File: config.mk
export PLATFORM = sky130hd
export DESIGN_NAME = mips_run_ctrl
export DESIGN_NICKNAME = d
export VERILOG_FILES = /design/src/rtl/mips_pkg.sv /design/src/rtl/mips_cycle_counter.sv /design/src/rtl/mips_run_ctrl.sv
export SDC_FILE = /design/constraint.sdc
export NUM_CORES = 1
export LEC_CHECK = 0
export BUFFER_PORTS_ARGS = -buffer_cell sky130_fd_sc_hd__buf_2
export CORE_MARGIN = 2
export CORE_UTILIZATION = 45
export DETAILED_ROUTE_END_ITERATION = 6
export GPL_TIMING_DRIVEN = 1
export PLACE_DENSITY = 0.83
export SYNTH_ARGS = -nofsm -noshare
export SYNTH_HDL_FRONTEND = slang
export SYNTH_HIERARCHICAL = 1
export SYNTH_SLANG_ARGS = --single-unit
File: constraint.sdc
create_clock -name clk -period 3.5 [get_ports clk]
set_input_delay 0.525 -clock clk [delete_from_list [all_inputs] [get_ports clk]]
set_output_delay 0.525 -clock clk [all_outputs]
set_load 0.1 [all_outputs]
File: src/rtl/mips_pkg.sv
// Shared definitions for the pipelined MIPS core and its run controller.
// Default widths, controller state encoding and the HLT opcode.
package mips_pkg;

    localparam int DW      = 32;
    localparam int IMEM_AW = 10;
    localparam int DMEM_AW = 10;
    localparam int RF_AW   = 5;

    localparam logic [5:0] OP_HLT = 6'h3F;

    typedef enum logic [2:0] {
        ST_IDLE,
        ST_CLR_RF,
        ST_INIT_DMEM,
        ST_LOAD,
        ST_RUN,
        ST_DONE
    } run_state_t;

endpackage

File: src/rtl/mips_cycle_counter.sv
// RUN-cycle counter with synchronous clear, enable and a flag that marks
// the cycle whose increment lands exactly on the TIMEOUT budget.
module mips_cycle_counter #(
    parameter int CW      = 32,
    parameter int TIMEOUT = 1000
) (
    input  logic          clk,
    input  logic          rst_n,
    input  logic          clr_i,
    input  logic          en_i,
    output logic [CW-1:0] count_o,
    output logic          term_o
);

    logic [CW-1:0] count_q;
    logic [CW-1:0] count_d;

    always_comb begin
        count_d = count_q;
        if (clr_i) begin
            count_d = '0;
        end else if (en_i) begin
            count_d = count_q + 1'b1;
        end
    end

    always_ff @(posedge clk) begin
        if (!rst_n) begin
            count_q <= '0;
        end else begin
            count_q <= count_d;
        end
    end

    assign count_o = count_q;
    assign term_o  = en_i && (count_d == CW'(TIMEOUT));

endmodule

File: src/rtl/mips_run_ctrl.sv
// Run controller: clear RF, optional DMEM pattern fill, program load, run.
// DMEM fill is built only when MIPS_RUN_CTRL_DMEM_INIT_EN is defined.
module mips_run_ctrl #(
    parameter int DW      = mips_pkg::DW,
    parameter int IMEM_AW = mips_pkg::IMEM_AW,
    parameter int DMEM_AW = mips_pkg::DMEM_AW,
    parameter int RF_AW   = mips_pkg::RF_AW,
    parameter int CW      = 32,
    parameter int TIMEOUT = 1000
) (
    input  logic               clk,
    input  logic               rst_n,
    input  logic               start,
    input  logic [IMEM_AW:0]   prog_len,
    input  logic               prog_valid,
    input  logic [DW-1:0]      prog_data,
    output logic               prog_ready,
    output logic               rf_we,
    output logic [RF_AW-1:0]   rf_waddr,
    output logic [DW-1:0]      rf_wdata,
    output logic               imem_we,
    output logic [IMEM_AW-1:0] imem_addr,
    output logic [DW-1:0]      imem_wdata,
    output logic               dmem_we,
    output logic [DMEM_AW-1:0] dmem_addr,
    output logic [DW-1:0]      dmem_wdata,
    output logic               cpu_rst,
    output logic               cpu_run,
    input  logic               cpu_halted,
    output logic               busy,
    output logic               done,
    output logic               timeout,
    output logic [CW-1:0]      cycle_count
);

    import mips_pkg::*;

    localparam int MAXAW = (IMEM_AW > DMEM_AW)
        ? ((IMEM_AW > RF_AW) ? IMEM_AW : RF_AW)
        : ((DMEM_AW > RF_AW) ? DMEM_AW : RF_AW);
    localparam int CNTW = MAXAW + 1;

    localparam logic [CNTW-1:0]  RF_LAST   = CNTW'((1 << RF_AW) - 1);
    localparam logic [CNTW-1:0]  DMEM_LAST = CNTW'((1 << DMEM_AW) - 1);
    localparam logic [IMEM_AW:0] IMEM_N    = {1'b1, {IMEM_AW{1'b0}}};

    run_state_t state_q, state_d;
    run_state_t after_rf, load_or_run;

    logic [CNTW-1:0]    cnt_q, cnt_d;
    logic [IMEM_AW:0]   len_q, len_d;
    logic               start_ok, accept, budget_end;

    logic               prog_ready_q, rf_we_q, imem_we_q;
    logic               cpu_rst_q, cpu_run_q, busy_q, done_q, timeout_q;
    logic               done_d, timeout_d;
    logic [RF_AW-1:0]   rf_waddr_q, rf_waddr_d;
    logic [IMEM_AW-1:0] imem_addr_q, imem_addr_d;
    logic [DW-1:0]      imem_wdata_q, imem_wdata_d;

    assign start_ok = start && (state_q == ST_IDLE || state_q == ST_DONE);
    assign accept   = prog_valid && prog_ready_q;

    assign load_or_run = (len_q == '0) ? ST_RUN : ST_LOAD;
`ifdef MIPS_RUN_CTRL_DMEM_INIT_EN
    assign after_rf = ST_INIT_DMEM;
`else
    assign after_rf = load_or_run;
`endif

    always_comb begin
        state_d = state_q;
        len_d   = len_q;
        unique case (state_q)
            ST_IDLE, ST_DONE: begin
                if (start_ok) begin
                    state_d = ST_CLR_RF;
                    len_d   = (prog_len > IMEM_N) ? IMEM_N : prog_len;
                end
            end
            ST_CLR_RF: begin
                if (cnt_q == RF_LAST) state_d = after_rf;
            end
`ifdef MIPS_RUN_CTRL_DMEM_INIT_EN
            ST_INIT_DMEM: begin
                if (cnt_q == DMEM_LAST) state_d = load_or_run;
            end
`endif
            ST_LOAD: begin
                if (accept && cnt_q == CNTW'(len_q - 1'b1)) state_d = ST_RUN;
            end
            ST_RUN: begin
                if (cpu_halted || budget_end) state_d = ST_DONE;
            end
            default: state_d = ST_IDLE;
        endcase
    end

    // The shared counter restarts at zero on every state entry.
    always_comb begin
        cnt_d = cnt_q;
        if (state_d != state_q) begin
            cnt_d = '0;
        end else if (state_q == ST_CLR_RF || state_q == ST_INIT_DMEM || accept) begin
            cnt_d = cnt_q + 1'b1;
        end
    end

    always_comb begin
        rf_waddr_d   = (state_d == ST_CLR_RF) ? cnt_d[RF_AW-1:0] : '0;
        imem_addr_d  = accept ? cnt_q[IMEM_AW-1:0] : '0;
        imem_wdata_d = accept ? prog_data : '0;
        done_d       = done_q;
        timeout_d    = timeout_q;
        if (start_ok) begin
            done_d    = 1'b0;
            timeout_d = 1'b0;
        end else if (state_q == ST_RUN && state_d == ST_DONE) begin
            done_d    = 1'b1;
            timeout_d = !cpu_halted;
        end
    end

    always_ff @(posedge clk) begin
        if (!rst_n) begin
            state_q      <= ST_IDLE;
            cnt_q        <= '0;
            len_q        <= '0;
            prog_ready_q <= 1'b0;
            rf_we_q      <= 1'b0;
            rf_waddr_q   <= '0;
            imem_we_q    <= 1'b0;
            imem_addr_q  <= '0;
            imem_wdata_q <= '0;
            cpu_rst_q    <= 1'b1;
            cpu_run_q    <= 1'b0;
            busy_q       <= 1'b0;
            done_q       <= 1'b0;
            timeout_q    <= 1'b0;
        end else begin
            state_q      <= state_d;
            cnt_q        <= cnt_d;
            len_q        <= len_d;
            prog_ready_q <= (state_d == ST_LOAD);
            rf_we_q      <= (state_d == ST_CLR_RF);
            rf_waddr_q   <= rf_waddr_d;
            imem_we_q    <= accept;
            imem_addr_q  <= imem_addr_d;
            imem_wdata_q <= imem_wdata_d;
            cpu_rst_q    <= (state_d != ST_RUN);
            cpu_run_q    <= (state_d == ST_RUN);
            busy_q       <= !(state_d == ST_IDLE || state_d == ST_DONE);
            done_q       <= done_d;
            timeout_q    <= timeout_d;
        end
    end

`ifdef MIPS_RUN_CTRL_DMEM_INIT_EN
    logic               dmem_we_q;
    logic [DMEM_AW-1:0] dmem_addr_q;
    logic [DW-1:0]      dmem_wdata_q;
    logic [DMEM_AW-1:0] dmem_addr_d;

    assign dmem_addr_d = (state_d == ST_INIT_DMEM) ? cnt_d[DMEM_AW-1:0] : '0;

    always_ff @(posedge clk) begin
        if (!rst_n) begin
            dmem_we_q    <= 1'b0;
            dmem_addr_q  <= '0;
            dmem_wdata_q <= '0;
        end else begin
            dmem_we_q    <= (state_d == ST_INIT_DMEM);
            dmem_addr_q  <= dmem_addr_d;
            dmem_wdata_q <= DW'(dmem_addr_d);
        end
    end

    assign dmem_we    = dmem_we_q;
    assign dmem_addr  = dmem_addr_q;
    assign dmem_wdata = dmem_wdata_q;
`else
    assign dmem_we    = 1'b0;
    assign dmem_addr  = '0;
    assign dmem_wdata = '0;
`endif

    mips_cycle_counter #(
        .CW      (CW),
        .TIMEOUT (TIMEOUT)
    ) u_cycle_counter (
        .clk     (clk),
        .rst_n   (rst_n),
        .clr_i   (start_ok),
        .en_i    (state_q == ST_RUN),
        .count_o (cycle_count),
        .term_o  (budget_end)
    );

    assign prog_ready = prog_ready_q;
    assign rf_we      = rf_we_q;
    assign rf_waddr   = rf_waddr_q;
    assign rf_wdata   = '0;
    assign imem_we    = imem_we_q;
    assign imem_addr  = imem_addr_q;
    assign imem_wdata = imem_wdata_q;
    assign cpu_rst    = cpu_rst_q;
    assign cpu_run    = cpu_run_q;
    assign busy       = busy_q;
    assign done       = done_q;
    assign timeout    = timeout_q;

endmodule

==> out/metrics.csv <==
stage;metric;value;unit
status;status;completed;
critical_path;CP Capture Type;register;
drt;DR vias/cell;5.00;
sta;Fin. Hold Viols;0;
place;Buffers on Ports;134;
synth;top_reg_cell synth;dfxtp_1;
cells_and_area;nets;794;
sta;final slew viol count;0;
sta;setup_tns;0;ns
cts;Reg clk slew, reported paths;0.08;ns
drt;initial drt markers;348;
synth;Mapped Cells;603;
global_routing;first-pass GRT wire length;18100;um
min_path;Hold Crit Class;input pin to register;
cts;CTS tree;yes;
flow_run;total of max-cap violations;0;
drt;via count;4479;
sta;final setup fails;0;
floorplan;row count;40;
floorplan;Core Area;12000;sq um
drt;DRT Pass-1 Iters;5;
critical_path;Worst Setup Start Kind;register;
sta;fmax;291;MHz
cts;Root Buffer;clkbuf_16;
drt;antenna viol nets, final;0;
critical_path;CP max FO;6;
synth;register area share after synthesis;40.8;%
sta;Worst Slack Setup Final;0.0694;ns
critical_path;WP data required;3.80;ns
floorplan;Chip Height;115;um
place;Inst Count DP;873;
synth;area leader, netlist;dfxtp_1;
floorplan;die area;13100;sq um
cells_and_area;most common cell after layout, fill and taps aside;buf_2;
cells_and_area;most frequent cells in the layout;134 x buf_2, 89 x dfxtp_1, 75 x conb_1, 55 x nor2_1, 47 x and2_1;
sta;Final min period;3.43;ns
cts;TritonCTS buffer count;9;
power_and_ir_drop;PD cells;433;nW/um^2
drt;drt wl/cell;13.5;um
drt;DRC;0;
synth;share of Yosys cell area claimed by the top area cell type;40.8;%
cts;clk buf depth;2;
sta;slew at the pin closest to its max-slew limit;0.745;ns
global_routing;GRT Resource Usage Total;17.4;%
global_routing;vias in the first global route;3772;
sta;fin crit share;98.0;%
synth;Syn Area/Cell;9.12;sq um
power_and_ir_drop;Leak Pwr;3.01;nW
cells_and_area;P&R area growth vs syn;20.1;%
cells_and_area;layout cells sized above 1;32.8;%
sta;skew final;0.00976;ns
cts;clock net sink count;112;
cells_and_area;non-filler cells in the finished layout;895;
global_routing;initial antenna violation count;0;
place;DPL Wire Length;8890;um
place;worst slack, placed;0.0201;ns
global_routing;GR Overflow Total;0;
synth;synth top area cells;dfxtp_1 41%, buf_4 10%, and2_1 5.3%;
floorplan;Horiz. Die Dim;115;um
sta;Worst slew margin;50.3;%
synth;number of synthesized register bits;112;
cells_and_area;ANT cells;0;
drt;final wirelength;12100;um
global_routing;largest net degree at the start of global routing;44;
cts;worst skew pair latency;0.36;ns
critical_path;CP Data Arrival Time;3.73;ns
cells_and_area;fill count;1087;
cts;H-tree Lvls;3;
synth;number of synthesized flops with an enable pin;0;
synth;library cells used by synthesis;71;
place;GP Congestion;0.881;
synth;ys async rst share;0;%
floorplan;Starting Density;46.0;%
critical_path;critical path type;register to register;
power_and_ir_drop;peak supply drop;0.222;mV
synth;yosys warns;6;
synth;Mapped Area;5500;sq um
floorplan;IO Pins;210;
synthesized netlist by cell type, types with 11 or more instances:
cell	n
buf_4	76
a21oi_1	21
and2_1	47
nor3_1	13
xnor2_1	29
and3_1	11
nand2_1	33
o21ai_0	12
xor2_1	22
nand4_1	15
nand3_1	15
clkbuf_1	12
nor2_1	56
dfxtp_1	112
metrics by stage:
stage	area [sq um]	hold WS, ns	total power, mW	utilization (%)
floorplan	5860	0.461	1.83	-
finish	6600	0.358	2.86	55.2
CTS	6430	0.346	2.86	53.8
detailed placement	6120	0.454	1.82	51.2
global placement	6120	0.458	1.82	51.2
global route	6600	0.349	2.96	55.2
final cells by class:
type | count | area [sq um] | area share, %
Tap cell | 147 | 184 | 2.79
Clock buffer | 10 | 239 | 3.62
Sequential cell | 112 | 2300 | 34.9
Timing Repair Buffer | 155 | 828 | 12.5
Multi-Input combinational cell | 455 | 2950 | 44.7
Inverter | 10 | 37.5 | 0.569
Clock inverter | 6 | 62.6 | 0.948
layer usage:
metal | track usage [%] | vias up | wire length, um
met5 | 0 | - | 0
met4 | 7.64 | 0 | 254
met3 | 3.55 | 20 | 803
met2 | 28.6 | 190 | 5930
met1 | 21.9 | 2056 | 5140
li1 | - | 2213 | -
flip-flops by register name (all words and copies together) (netlist names):
name and count:
imem_wdata 32, u_cycle_counter/count_o 32, cnt_q 11, len_q 11, imem_addr 10, rf_waddr 5, state_q 3, busy 1
cpu_rst 1, cpu_run 1, done 1, imem_we 1, prog_ready 1, rf_we 1, timeout 1
where the power goes:
group	switching [mW]	total (mW)	internal [mW]
registers	0.0107	1.28	1.27
logic	0.456	0.525	0.0693
clock network	0.523	1.05	0.529
total	0.989	2.86	1.87
repair_timing:
item,4_1_cts,5_1_grt
pin swaps,0,15
hold buffers,0,0
gates cloned,0,1
resized for setup,1,28
setup endpoints to repair,1,20
setup buffers,0,5
path summary, 6_finish.rpt:
path | from | to | slack, ns | depth (start not counted)
setup / recovery | state_q[0] | cnt_q[3] | 0.07 | 16
hold / removal | prog_data[10] | imem_wdata[10] | 0.36 | 2
setup reg to reg | state_q[0] | cnt_q[3] | 0.07 | 16
hold reg to reg | done | done | 0.47 | 1
worst max-delay path, cell delays in order, from the launching register on:
cell	delay, ns
dfxtp_1	0.32
inv_2	0.06
nand2_2	0.06
nor2_2	0.15
nand3_2	0.12
or4_4	0.64
nor3_4	0.19
xnor2_2	0.08
and3_1	0.19
a41o_1	0.22
and4_4	0.21
or3_1	0.36
o21ai_1	0.09
nand2_1	0.11
a21oi_4	0.24
nand2_4	0.14
a21oi_2	0.17
cells by family (layout without fill, tap and decap cells):
kind of cell,after synthesis,in the layout,share of synthesized area [%]
and+or+nand+nor,240,241,25.6
DFF,112,112,40.8
buffers and inverters,111,181,13.3
AOI/OAI and AO/OA,77,77,9.90
xor gates and xnor gates,51,51,8.12
muxes,8,8,1.52
adders and majority gates,3,3,0.683
other,1,75,0.0682
(Power assumes the default switching activity.)
